===== src/rtl/obd_pkg.sv =====
// obd_pkg
// Shared constants and types for the OBD responder slice.
//   - PID codes for the supported parameters
//   - positive / negative response codes and the "unsupported PID" NRC
//   - responder state enum and the vehicle snapshot record
package obd_pkg;

  localparam logic [7:0] PID_SPEED = 8'h0D;
  localparam logic [7:0] PID_RPM   = 8'h0C;
  localparam logic [7:0] PID_FUEL  = 8'h2F;
  localparam logic [7:0] PID_TEMP  = 8'h05;
  localparam logic [7:0] PID_ODO   = 8'h31;

  localparam logic [7:0] RSP_POS         = 8'h41;
  localparam logic [7:0] RSP_NEG         = 8'h7F;
  localparam logic [7:0] NRC_UNSUPPORTED = 8'h12;

  typedef enum logic {
    ST_IDLE,
    ST_SEND
  } state_t;

  typedef struct packed {
    logic        engineOn;
    logic [7:0]  speed;
    logic [13:0] rpm;
    logic [7:0]  fuel;
    logic [7:0]  temp;
    logic [31:0] odometer;
  } snapshot_t;

endpackage


===== src/rtl/obd_frame_builder.sv =====
// obd_frame_builder
// Combinational frame generator: given a vehicle snapshot, the requested PID
// and a byte index, returns the frame byte at that index and whether it is the
// final byte of the frame.
// Configuration macro: OBD_CHECKSUM_EN appends a modulo-256 checksum byte.
// Ports:
//   i_snap  - snapshotted vehicle state (including engine_on)
//   i_pid   - requested PID
//   i_index - byte position within the frame (0 = first byte)
//   o_byte  - frame byte at i_index
//   o_last  - high when i_index addresses the final frame byte
module obd_frame_builder
  import obd_pkg::*;
#(
  parameter logic [7:0] NRC_ENGINE_OFF = 8'h22
) (
  input  snapshot_t  i_snap,
  input  logic [7:0] i_pid,
  input  logic [2:0] i_index,
  output logic [7:0] o_byte,
  output logic       o_last
);

  logic [7:0] w_body [8];
  logic [2:0] w_bodyLen;
  logic       w_supported;
  logic [7:0] w_sum;

  // Frame body without checksum; unused slots stay zero so the checksum can
  // simply add up all eight entries.
  always_comb begin
    for (int i = 0; i < 8; i++) w_body[i] = 8'h00;
    w_bodyLen   = 3'd3;
    w_supported = 1'b1;
    w_body[0]   = RSP_POS;
    w_body[1]   = i_pid;
    case (i_pid)
      PID_SPEED: w_body[2] = i_snap.speed;
      PID_RPM: begin
        w_body[2] = {2'b00, i_snap.rpm[13:8]};
        w_body[3] = i_snap.rpm[7:0];
        w_bodyLen = 3'd4;
      end
      PID_FUEL: w_body[2] = i_snap.fuel;
      PID_TEMP: w_body[2] = i_snap.temp;
      PID_ODO: begin
        w_body[2] = i_snap.odometer[31:24];
        w_body[3] = i_snap.odometer[23:16];
        w_body[4] = i_snap.odometer[15:8];
        w_body[5] = i_snap.odometer[7:0];
        w_bodyLen = 3'd6;
      end
      default: w_supported = 1'b0;
    endcase
    // Unsupported PIDs take precedence over the engine-off NRC.
    if (!w_supported || !i_snap.engineOn) begin
      w_body[0] = RSP_NEG;
      w_body[2] = w_supported ? NRC_ENGINE_OFF : NRC_UNSUPPORTED;
      w_body[3] = 8'h00;
      w_body[4] = 8'h00;
      w_body[5] = 8'h00;
      w_bodyLen = 3'd3;
    end
    w_sum = 8'h00;
    for (int i = 0; i < 8; i++) w_sum = w_sum + w_body[i];
  end

  always_comb begin
`ifdef OBD_CHECKSUM_EN
    o_last = (i_index == w_bodyLen);
    o_byte = o_last ? w_sum : w_body[i_index];
`else
    o_last = (i_index == (w_bodyLen - 3'd1));
    o_byte = w_body[i_index];
`endif
  end

endmodule


===== src/rtl/obd_responder.sv =====
// obd_responder
// Answers single-byte OBD PID requests with a byte-serial response frame
// built from a snapshot of the vehicle inputs taken at request acceptance.
// Configuration macro: OBD_CHECKSUM_EN appends a checksum byte to each frame.
// Ports:
//   clk, rst                 - clock (rising edge), async active-high reset
//   engine_on, speed, rpm,
//   fuel, temp, odometer_raw - live vehicle state, sampled on acceptance
//   req_valid/req_data/req_ready - request handshake (PID byte)
//   rsp_valid/rsp_data/rsp_last/rsp_ready - response byte stream
module obd_responder
  import obd_pkg::*;
#(
  parameter logic [7:0] NRC_ENGINE_OFF = 8'h22
) (
  input  logic        clk,
  input  logic        rst,
  input  logic        engine_on,
  input  logic [7:0]  speed,
  input  logic [13:0] rpm,
  input  logic [7:0]  fuel,
  input  logic [7:0]  temp,
  input  logic [31:0] odometer_raw,
  input  logic        req_valid,
  input  logic [7:0]  req_data,
  output logic        req_ready,
  output logic        rsp_valid,
  output logic [7:0]  rsp_data,
  output logic        rsp_last,
  input  logic        rsp_ready
);

  state_t     r_state;
  snapshot_t  r_snap;
  logic [7:0] r_pid;
  logic [2:0] r_index;
  logic       r_reqReady;
  logic       r_rspValid;
  logic [7:0] r_rspData;
  logic       r_rspLast;

  snapshot_t  w_liveSnap;
  snapshot_t  w_bldSnap;
  logic [7:0] w_bldPid;
  logic [2:0] w_bldIndex;
  logic [7:0] w_byte;
  logic       w_last;
  logic       w_idle;

  assign w_liveSnap = {engine_on, speed, rpm, fuel, temp, odometer_raw};
  assign w_idle     = (r_state == ST_IDLE);

  // The builder looks one byte ahead so the outputs can be registered: in IDLE
  // it sees the live inputs at index 0, in SEND the snapshot at the next index.
  assign w_bldSnap  = w_idle ? w_liveSnap : r_snap;
  assign w_bldPid   = w_idle ? req_data : r_pid;
  assign w_bldIndex = w_idle ? 3'd0 : (r_index + 3'd1);

  obd_frame_builder #(
    .NRC_ENGINE_OFF(NRC_ENGINE_OFF)
  ) u_builder (
    .i_snap (w_bldSnap),
    .i_pid  (w_bldPid),
    .i_index(w_bldIndex),
    .o_byte (w_byte),
    .o_last (w_last)
  );

  always_ff @(posedge clk or posedge rst) begin
    if (rst) begin
      r_state    <= ST_IDLE;
      r_snap     <= '0;
      r_pid      <= 8'h00;
      r_index    <= 3'd0;
      r_reqReady <= 1'b1;
      r_rspValid <= 1'b0;
      r_rspData  <= 8'h00;
      r_rspLast  <= 1'b0;
    end else begin
      case (r_state)
        ST_IDLE: begin
          if (req_valid && r_reqReady) begin
            r_snap     <= w_liveSnap;
            r_pid      <= req_data;
            r_index    <= 3'd0;
            r_rspValid <= 1'b1;
            r_rspData  <= w_byte;
            r_rspLast  <= w_last;
            r_reqReady <= 1'b0;
            r_state    <= ST_SEND;
          end
        end
        ST_SEND: begin
          if (rsp_ready) begin
            if (r_rspLast) begin
              r_rspValid <= 1'b0;
              r_rspData  <= 8'h00;
              r_rspLast  <= 1'b0;
              r_reqReady <= 1'b1;
              r_index    <= 3'd0;
              r_state    <= ST_IDLE;
            end else begin
              r_index   <= r_index + 3'd1;
              r_rspData <= w_byte;
              r_rspLast <= w_last;
            end
          end
        end
        default: r_state <= ST_IDLE;
      endcase
    end
  end

  assign req_ready = r_reqReady;
  assign rsp_valid = r_rspValid;
  assign rsp_data  = r_rspData;
  assign rsp_last  = r_rspLast;

endmodule


===== config.mk =====
export PLATFORM = sky130hd
export DESIGN_NAME = obd_responder
export DESIGN_NICKNAME = d
export VERILOG_FILES = /design/src/rtl/obd_pkg.sv /design/src/rtl/obd_frame_builder.sv /design/src/rtl/obd_responder.sv
export SDC_FILE = /design/constraint.sdc
export NUM_CORES = 1
export LEC_CHECK = 0
export ABC_AREA = 1
export CAP_MARGIN = 20
export CORE_UTILIZATION = 48
export DETAILED_ROUTE_END_ITERATION = 12
export GPL_TIMING_DRIVEN = 0
export HOLD_SLACK_MARGIN = 0.12
export PLACE_DENSITY_LB_ADDON = 0.12
export SETUP_SLACK_MARGIN = 0.4
export SYNTH_ARGS = -nofsm -noshare
export SYNTH_HDL_FRONTEND = slang
export SYNTH_SLANG_ARGS = --single-unit

===== constraint.sdc =====
create_clock -name clk -period 3.3 [get_ports clk]
set_clock_uncertainty 0.2 [all_clocks]
set_input_delay 0.66 -clock clk [delete_from_list [all_inputs] [get_ports clk]]
set_output_delay 0.66 -clock clk [all_outputs]
set_load 0.01 [all_outputs]

==> results of run 1 <==
==> area by class of cell <==
type / count / area, µm² / share of cell area [%]
multi-input combinational: 556 / 2631 / 38.01
sequential: 94 / 2354 / 34.00
timing repair buffer: 106 / 1064 / 15.36
inverter: 88 / 337.8 / 4.880
tap: 140 / 175.2 / 2.530
buffer: 34 / 162.7 / 2.350
clock buffer: 10 / 137.6 / 1.988
clock inverter: 6 / 61.31 / 0.8856
==> sequential cells by signal, indices dropped and copies added (netlist names) <==
name	cells
r_snap	71
r_pid	8
rsp_data	8
r_index	3
r_state	1
req_ready	1
rsp_last	1
rsp_valid	1
==> per-stage QoR <==
stage	cell area, µm²	hold slack (ns)	util [%]	cells	total power, mW
final	6923	0.2826	63.58	1034	5.499
after global routing	6923	0.2963	63.58	1034	5.918
after CTS	6810	0.2852	62.55	1027	5.371
after detailed placement	6550	0.2625	60.16	1007	4.524
after global placement	6502	0.2547	59.72	1005	4.436
after floorplan	5396	0.2417	-	772	3.650
==> power by group <==
part           switching (mW)  total (mW)  internal, mW
combinational            1.69        2.69         0.997
clock                   0.428       0.796         0.369
sequential              0.328        2.01          1.68
==> worst max-delay path, delay by kind of cell <==
kind	cells	cell delay, ns
and+or+nand+nor	9	0.89
buffers and inverters	3	0.64
AOI/OAI and AO/OA	2	0.35
adders and majority gates	1	0.17
xor gates and xnor gates	1	0.17
==> cells in the mapped netlist, types with 5 or more instances <==
cell        n
o211ai_1   12
inv_1      84
clkbuf_1   20
o21ai_0   108
nand2_1   294
dfrtp_1    93
o21ai_1     7
nand2_2    10
nor2_1     42
a21oi_1    30
nand3_1    23
nor3_1      5
buf_2       9
==> logic make-up after synthesis <==
| group | after synthesis | share of synthesized area (%) |
|---|---|---|
| AO/OA/AOI/OAI | 163 | 16.01 |
| XOR/XNOR | 2 | 0.3249 |
| adder cells (fa/ha/maj) | 2 | 0.4640 |
| AND/OR/NAND/NOR | 389 | 30.44 |
| buffers and inverters | 122 | 9.118 |
| flip-flops | 94 | 43.64 |
==> placed cells by master (no fill, tap or decap), types with 2 or more instances in the layout <==
| cell type | netlist | layout |
|---|---|---|
| nand3_1 | 23 | 23 |
| clkbuf_8 | 0 | 10 |
| clkinvlp_4 | 0 | 3 |
| inv_1 | 84 | 83 |
| dfrtp_1 | 93 | 93 |
| buf_2 | 9 | 9 |
| nand2_1 | 294 | 286 |
| o21ai_0 | 108 | 106 |
| nor2_4 | 3 | 6 |
| nor2_8 | 2 | 2 |
| o22ai_1 | 2 | 2 |
| buf_6 | 3 | 3 |
| nor3_1 | 5 | 5 |
| o21ai_1 | 7 | 9 |
| nand2_4 | 3 | 7 |
| buf_4 | 0 | 11 |
| nor2_1 | 42 | 37 |
| clkbuf_1 | 20 | 19 |
| buf_1 | 2 | 2 |
| o211ai_1 | 12 | 12 |
| a21oi_1 | 30 | 30 |
| nand3_2 | 3 | 3 |
| inv_2 | 3 | 3 |
| clkdlybuf4s50_1 | 0 | 92 |
| clkinv_2 | 0 | 3 |
| nand2_2 | 10 | 13 |
| nor2_2 | 1 | 3 |
| a221oi_1 | 2 | 2 |
==> layer usage <==
metal	wire length (µm)	up-vias	GRT usage (%)	part of all wire [%]
li1	-	2668	-	-
met1	7169	2618	39.65	44
met2	7787	212	49.14	47
met3	1203	22	4.219	7.3
met4	291	0	8.904	1.8
met5	0	-	0	0
==> worst paths after layout <==
check | start | end | slack, ns | cells past startpoint
max in group asynchronous | rst | r_pid[2]$_DFFE_PP0P_ | 1.49 | 4
setup / recovery | req_data[6] | rsp_last$_DFFE_PP0P_ | 0.48 | 16
hold reg to reg | r_snap[5]$_DFFE_PP0P_ | r_snap[5]$_DFFE_PP0P_ | 0.28 | 2
setup reg to reg | r_state$_DFF_PP0_ | rsp_last$_DFFE_PP0P_ | 0.51 | 16
hold / removal | r_snap[5]$_DFFE_PP0P_ | r_snap[5]$_DFFE_PP0P_ | 0.28 | 2
min in group asynchronous | rst | r_snap[51]$_DFFE_PP0P_ | 0.57 | 2
==> timing repair <==
item                                    4_1_cts  5_1_grt
setup buffers                                 4        7
endpoints found under the setup margin        9        4
pin swaps                                     3       10
gates resized for setup                       8       21
==> reports/qor.csv, run 1 <==
stage,metric,value,unit
grt,grt_start_max_net_pins,40,
cts,clkTransAtPathRegs,0.09,ns
worst_setup_path,worstPathCellList,clkdlybuf4s50_1 -> inv_1 -> nand2_1 -> nand2_2 -> nand2_4 -> nor2_8 -> nand2_4 -> nand3_2 -> nor2_4 -> nor2_4 -> inv_1 -> nor2_1 -> ha_2 -> xor2_1 -> o2111ai_1 -> o21ai_1,
cts,root_buffer,clkbuf_8,
cts,sinks_on_the_clock_net,94,
cells_and_area,fraction_of_final_layout_cells_with_drive_strength_greater_than_1,9.732,%
cts,latest_clock_arrival_within_the_worst_skew_pair,0.38,ns
power_and_ir_drop,power_density,794.3,nW/µm²
route,drt_first_pass_iters,5,
synthesis,netlist.area_leader.share,43.16,%
floorplanning,rows,38,
sta,period_minus_slack,2.824,ns
worst_setup_path,critical-path-max-stage-delay,0.48,ns
cells_and_area,areaGrowthSynthToFinish,28.38,%
power_and_ir_drop,leakage,3.468,nW
sta,layout_worst_path_cycle_share,85.58,%
sta,timing.slew.headroom,46.67,%
synthesis,mappedNetlistArea,5393,µm²
worst_setup_path,cp-end-kind,flop,
status,run_status,"finished, final reports clean",
worst_setup_path,worst-endpoint-required,3.34,ns
grt,grt_pass1_wl,26.00,mm
synthesis,synthArstFlopShare,100.0,%
floorplanning,io_pins,94,
grt,number_of_global_route_vias_before_repair,5228,
floorplanning,die_height,108.0,µm
route,finalWirelength,16.45,mm
cts,h-tree-depth,3,
cells_and_area,filler_cell_count,1001,
power_and_ir_drop,vdd_drop_max,0.4105,mV
cts,cts_tree,built,
synthesis,synth-seq-cells,94,
sta,finalSetupTns,0,ns
cts,hold_buffers,0,
route,detailroute.via_count,5520,
floorplanning,core_outline_area,10890,µm²
worst_setup_path,worst-setup-path-type,input port to flop,
sta,worst_slack,0.4757,ns
synthesis,post_synth.cell_area_avg,6.985,µm²
synthesis,post_synth_inst_count,772,
placement,detailedPlace.worstSlack,-0.08874,ns
cts,cts_made_buffers,9,
synthesis,synth_nets,857,
route,route.antenna.remaining_nets,0,
placement,place_congestion,0.9371,
floorplanning,full_die_area,11660,µm²
route,wire_per_inst,15.91,µm
grt,globalRoute.totalOverflow,0,
synthesis,yosys.cell_types.count,33,
placement,hpwlAfterDp,12.26,mm
sta,worst_tran_pin_value,0.7982,ns
grt,grt_util_all_layers,29.46,%
synthesis,synth_area_leader_cell,dfrtp_1,
cells_and_area,layout.nets,974,
floorplanning,die_width,108.0,µm
floorplanning,floorplan.initialDensity,49.53,%
synthesis,synth_enable_flop_cells,0,
synthesis,synth_ff_type,dfrtp_1,
cells_and_area,number_of_diodes_added_for_antenna_fixing,0,
route,post-route-drc-count,0,
worst_setup_path,worst_path_max_delay_cell,clkdlybuf4s50_1,
cts,clock_tree.buffer_depth,2,
sta,hold_viol_final,0,
sta,max_freq,354.1,MHz
synthesis,post_synth_main_area_contributors,"dfrtp_1, nand2_1, o21ai_0",
worst_setup_path,crit_fanout,7,
placement,placement.io_buffers,93,
route,avgViaCountPerCell,5.338,
synthesis,synth.yosys.seq_area_share,43.64,%
grt,grt_antenna_before_repair,0,
synthesis,yosys_warnings,0,
sta,final_max_slew_viol_count,0,
min_path,hold_class,flop to flop,
sta,final_report_setup_violation_count,0,
worst_setup_path,cp.arrival,2.86,ns
route,detailedRoute.firstIterationViolations,561,
flow_run,drv_cap,0,
worst_setup_path,timing.critical_path.from_type,input port,
sta,rsz0062_at_grt,yes,
(Power assumes the default switching activity.)
==> run 2, diff against run 1 <==
--- a/config.mk
+++ b/config.mk
@@ -7,12 +7,14 @@
 export LEC_CHECK = 0
 export ABC_AREA = 1
 export CAP_MARGIN = 20
-export CORE_UTILIZATION = 48
+export CORE_UTILIZATION = 58
 export DETAILED_ROUTE_END_ITERATION = 12
+export DONT_BUFFER_PORTS = 1
 export GPL_TIMING_DRIVEN = 0
 export HOLD_SLACK_MARGIN = 0.12
 export PLACE_DENSITY_LB_ADDON = 0.12
 export SETUP_SLACK_MARGIN = 0.4
+export SLEW_MARGIN = 20
 export SYNTH_ARGS = -nofsm -noshare
 export SYNTH_HDL_FRONTEND = slang
 export SYNTH_SLANG_ARGS = --single-unit
==> run 2 against run 1 <==
Compared with the run above:
- the run now ends with DRC left
- core utilization increased by 2.0 points
- maximum frequency up 6.2%
- power shrank 8.1%
- critical path depth unchanged
- worst hold slack lost 0.075 ns
- register-to-register slack better by 0.13 ns
- clock power is 12% lower
- final cell count down 13%
- sequential cell count did not move
==> reports/qor.csv, run 2 (synthesized netlist as in run 1, its figures left out) <==
stage,metric,value,unit,change
grt,number_of_global_route_vias_before_repair,4961,,-5.1%
cells_and_area,fraction_of_final_layout_cells_with_drive_strength_greater_than_1,8.690,%,-1.0 points
sta,layout_worst_path_cycle_share,80.57,%,-5.0 points
worst_setup_path,critical_r2r_capture,rsp_last$_DFFE_PP0P_,,
sta,hold_viol_final,0,,unchanged
min_path,hp-start,rpm[11],,
cts,sinks_on_the_clock_net,94,,unchanged
floorplanning,die_width,98.43,µm,-8.9%
sta,max_freq,376.1,MHz,+6.2%
worst_setup_path,worst_r2r_path_depth,16,,unchanged
route,wire_per_inst,16.84,µm,+5.9%
worst_setup_path,worst-setup-path-type,flop to flop,,
flow_run,drv_cap,0,,unchanged
cts,cts_made_buffers,9,,unchanged
worst_setup_path,crit_fanout,10,,+3
worst_setup_path,timing.critical_path.from_type,flop,,
cells_and_area,number_of_diodes_added_for_antenna_fixing,0,,unchanged
floorplanning,io_pins,94,,unchanged
worst_setup_path,worst_r2r_startpoint,r_state$_DFF_PP0_,,
cells_and_area,layout_common_cells,"nand2_1, o21ai_0, dfrtp_1",,
placement,hpwlAfterDp,11.44,mm,-6.8%
grt,globalRoute.totalOverflow,0,,unchanged
placement,placement.io_buffers,0,,-100%
min_path,hold_class,input port to flop,,
worst_setup_path,cp.arrival,2.69,ns,-0.17 ns
sta,worst_tran_pin_value,0.6993,ns,-0.09891 ns
power_and_ir_drop,leakage,3.030,nW,-13%
grt,grt_util_all_layers,33.29,%,+3.8 points
sta,final_report_setup_violation_count,0,,unchanged
min_path,worst_min_delay_path_endpoint,r_snap[59]$_DFFE_PP0P_,,
sta,finalSetupTns,0,ns,unchanged
cts,root_buffer,clkbuf_8,,
sta,rsz0062_at_grt,no,,
cells_and_area,register_bank_with_the_most_flops,r_snap,,
status,run_status,finished with violations,,
route,route.antenna.remaining_nets,0,,unchanged
placement,dpl.cell_count,882,,-12%
floorplanning,die_height,98.43,µm,-8.9%
cells_and_area,largest_register_ffs,71,,unchanged
route,avgViaCountPerCell,5.700,,+6.8%
cts,clkTransAtPathRegs,0.10,ns,about the same
worst_setup_path,worst-endpoint-required,3.34,ns,about the same
cells_and_area,layout.nets,874,,-10%
placement,place_congestion,0.9265,,-1.1%
sta,timing.slew.headroom,53.28,%,+6.6 points
route,detailedRoute.firstIterationViolations,324,,-42%
floorplanning,rows,34,,-11%
grt,grt_antenna_before_repair,0,,unchanged
power_and_ir_drop,power_density,870.1,nW/µm²,+9.5%
floorplanning,floorplan.initialDensity,60.94,%,+11 points
grt,grt_start_max_net_pins,36,,-10%
min_path,holdPathStages,2,,unchanged
cells_and_area,utilization,65.63,%,+2.0 points
route,drt_first_pass_iters,9,,+4
floorplanning,core_outline_area,8848,µm²,-19%
grt,grt_pass1_wl,24.52,mm,-5.7%
cts,cts_tree,built,,
power_and_ir_drop,vdd_drop_max,0.4002,mV,-2.5%
floorplanning,full_die_area,9687,µm²,-17%
cts,clock_tree.buffer_depth,2,,unchanged
cells_and_area,filler_free_cell_count_of_the_finished_design,902,,-13%
cells_and_area,leading_cell_type_in_the_layout_fill_and_taps_excluded,nand2_1,,
cells_and_area,areaGrowthSynthToFinish,7.680,%,
status,violations,DRC,,
cts,latest_clock_arrival_within_the_worst_skew_pair,0.37,ns,about the same
sta,period_minus_slack,2.659,ns,-0.1655 ns
worst_setup_path,setup.reg_to_reg.worst_slack,0.64,ns,+0.13 ns
sta,final_max_slew_viol_count,0,,unchanged
cts,h-tree-depth,3,,unchanged
power_and_ir_drop,power.total,5.052,mW,-8.1%
route,finalWirelength,15.19,mm,-7.7%
route,post-route-drc-count,5,,+5
worst_setup_path,cp-end-kind,flop,,
route,detailroute.via_count,5141,,-6.9%
[run 2: cell count changes in the layout (fill, tap and decap cells not counted), sizes merged]
| cell | change |
|---|---|
| bufinv | -1 |
| clkinv | -1 |
| buf | -8 |
| clkdlybuf4s50 | -92 |
| clkbuf | +1 |
| clkinvlp | +1 |
| dlymetal6s2s | -1 |
| dlygate4sd3 | +1 |
[run 2: layer usage]
| metal | vias up | global-route usage (%) | share of wire, % |
|---|---|---|---|
| li1 | 2468 | - | - |
| met1 | 2430 | 44.85 | 43 |
| met2 | 223 | 54.82 | 47 |
| met3 | 20 | 5.887 | 7.9 |
| met4 | 0 | 11.14 | 1.7 |
| met5 | - | 0 | 0 |
[run 2: power breakdown]
group | switching (mW) | internal, mW
combinational | 1.54 | 0.766
sequential | 0.361 | 1.69
clock | 0.422 | 0.275
total | 2.33 | 2.73
[run 2: stage by stage]
step                hold slack [ns]  setup WS, ns  instance area [µm²]
floorplan                    0.2417        0.7814                 5396
global placement             0.2532        0.4664                 5532
detailed placement           0.2584        0.3903                 5572
CTS                          0.1988        0.4418                 5751
global route                 0.1958        0.3678                 5807
finish                       0.2074        0.6412                 5807
[run 2: area by class of cell]
cell class              instances  area [µm²]
multi-input cells             556        2577
clock buffers                  11       131.4
well taps                     108       135.1
clock inverters                 5       36.28
fillers                       830        3042
flip-flops and latches         94        2355
plain buffers                  34       162.7
inverters                      88       336.6
repair buffers                  6       72.57
[run 2: critical path, stage by stage (launching register included)]
cell and delay [ns]:
dfrtp_2 0.46, inv_4 0.12, nand2_1 0.11, nand2_1 0.10, nand2_1 0.15, nor2_2 0.22, nand2_4 0.12, nand2_4 0.11
nor2_4 0.05, nor2_4 0.08, inv_1 0.08, nor2_1 0.09, ha_1 0.16, xor2_1 0.17, o21ai_0 0.11, o2111ai_1 0.11
o21ai_1 0.09
[run 2: repair_timing]
action,in CTS,in global routing
resized for setup,1,12
hold buffers,1,0
pin swaps,0,4
endpoints found under the setup margin,1,14
gates cloned,0,0
hold endpoints to repair,27,0
setup buffers,0,3
[run 2: how the worst max path moves through the flow]
stage | start | slack [ns] | end
5_1_grt | r_state$_DFF_PP0_ | 0.37 | rsp_last$_DFFE_PP0P_
4_1_cts | r_state$_DFF_PP0_ | 0.44 | rsp_last$_DFFE_PP0P_
6_report | r_state$_DFF_PP0_ | 0.64 | rsp_last$_DFFE_PP0P_
2_1_floorplan | req_data[1] | 0.78 | rsp_last$_DFFE_PP0P_
3_3_place_gp | req_valid | 0.47 | r_snap[11]$_DFFE_PP0P_
3_5_place_dp | req_valid | 0.39 | r_snap[67]$_DFFE_PP0P_
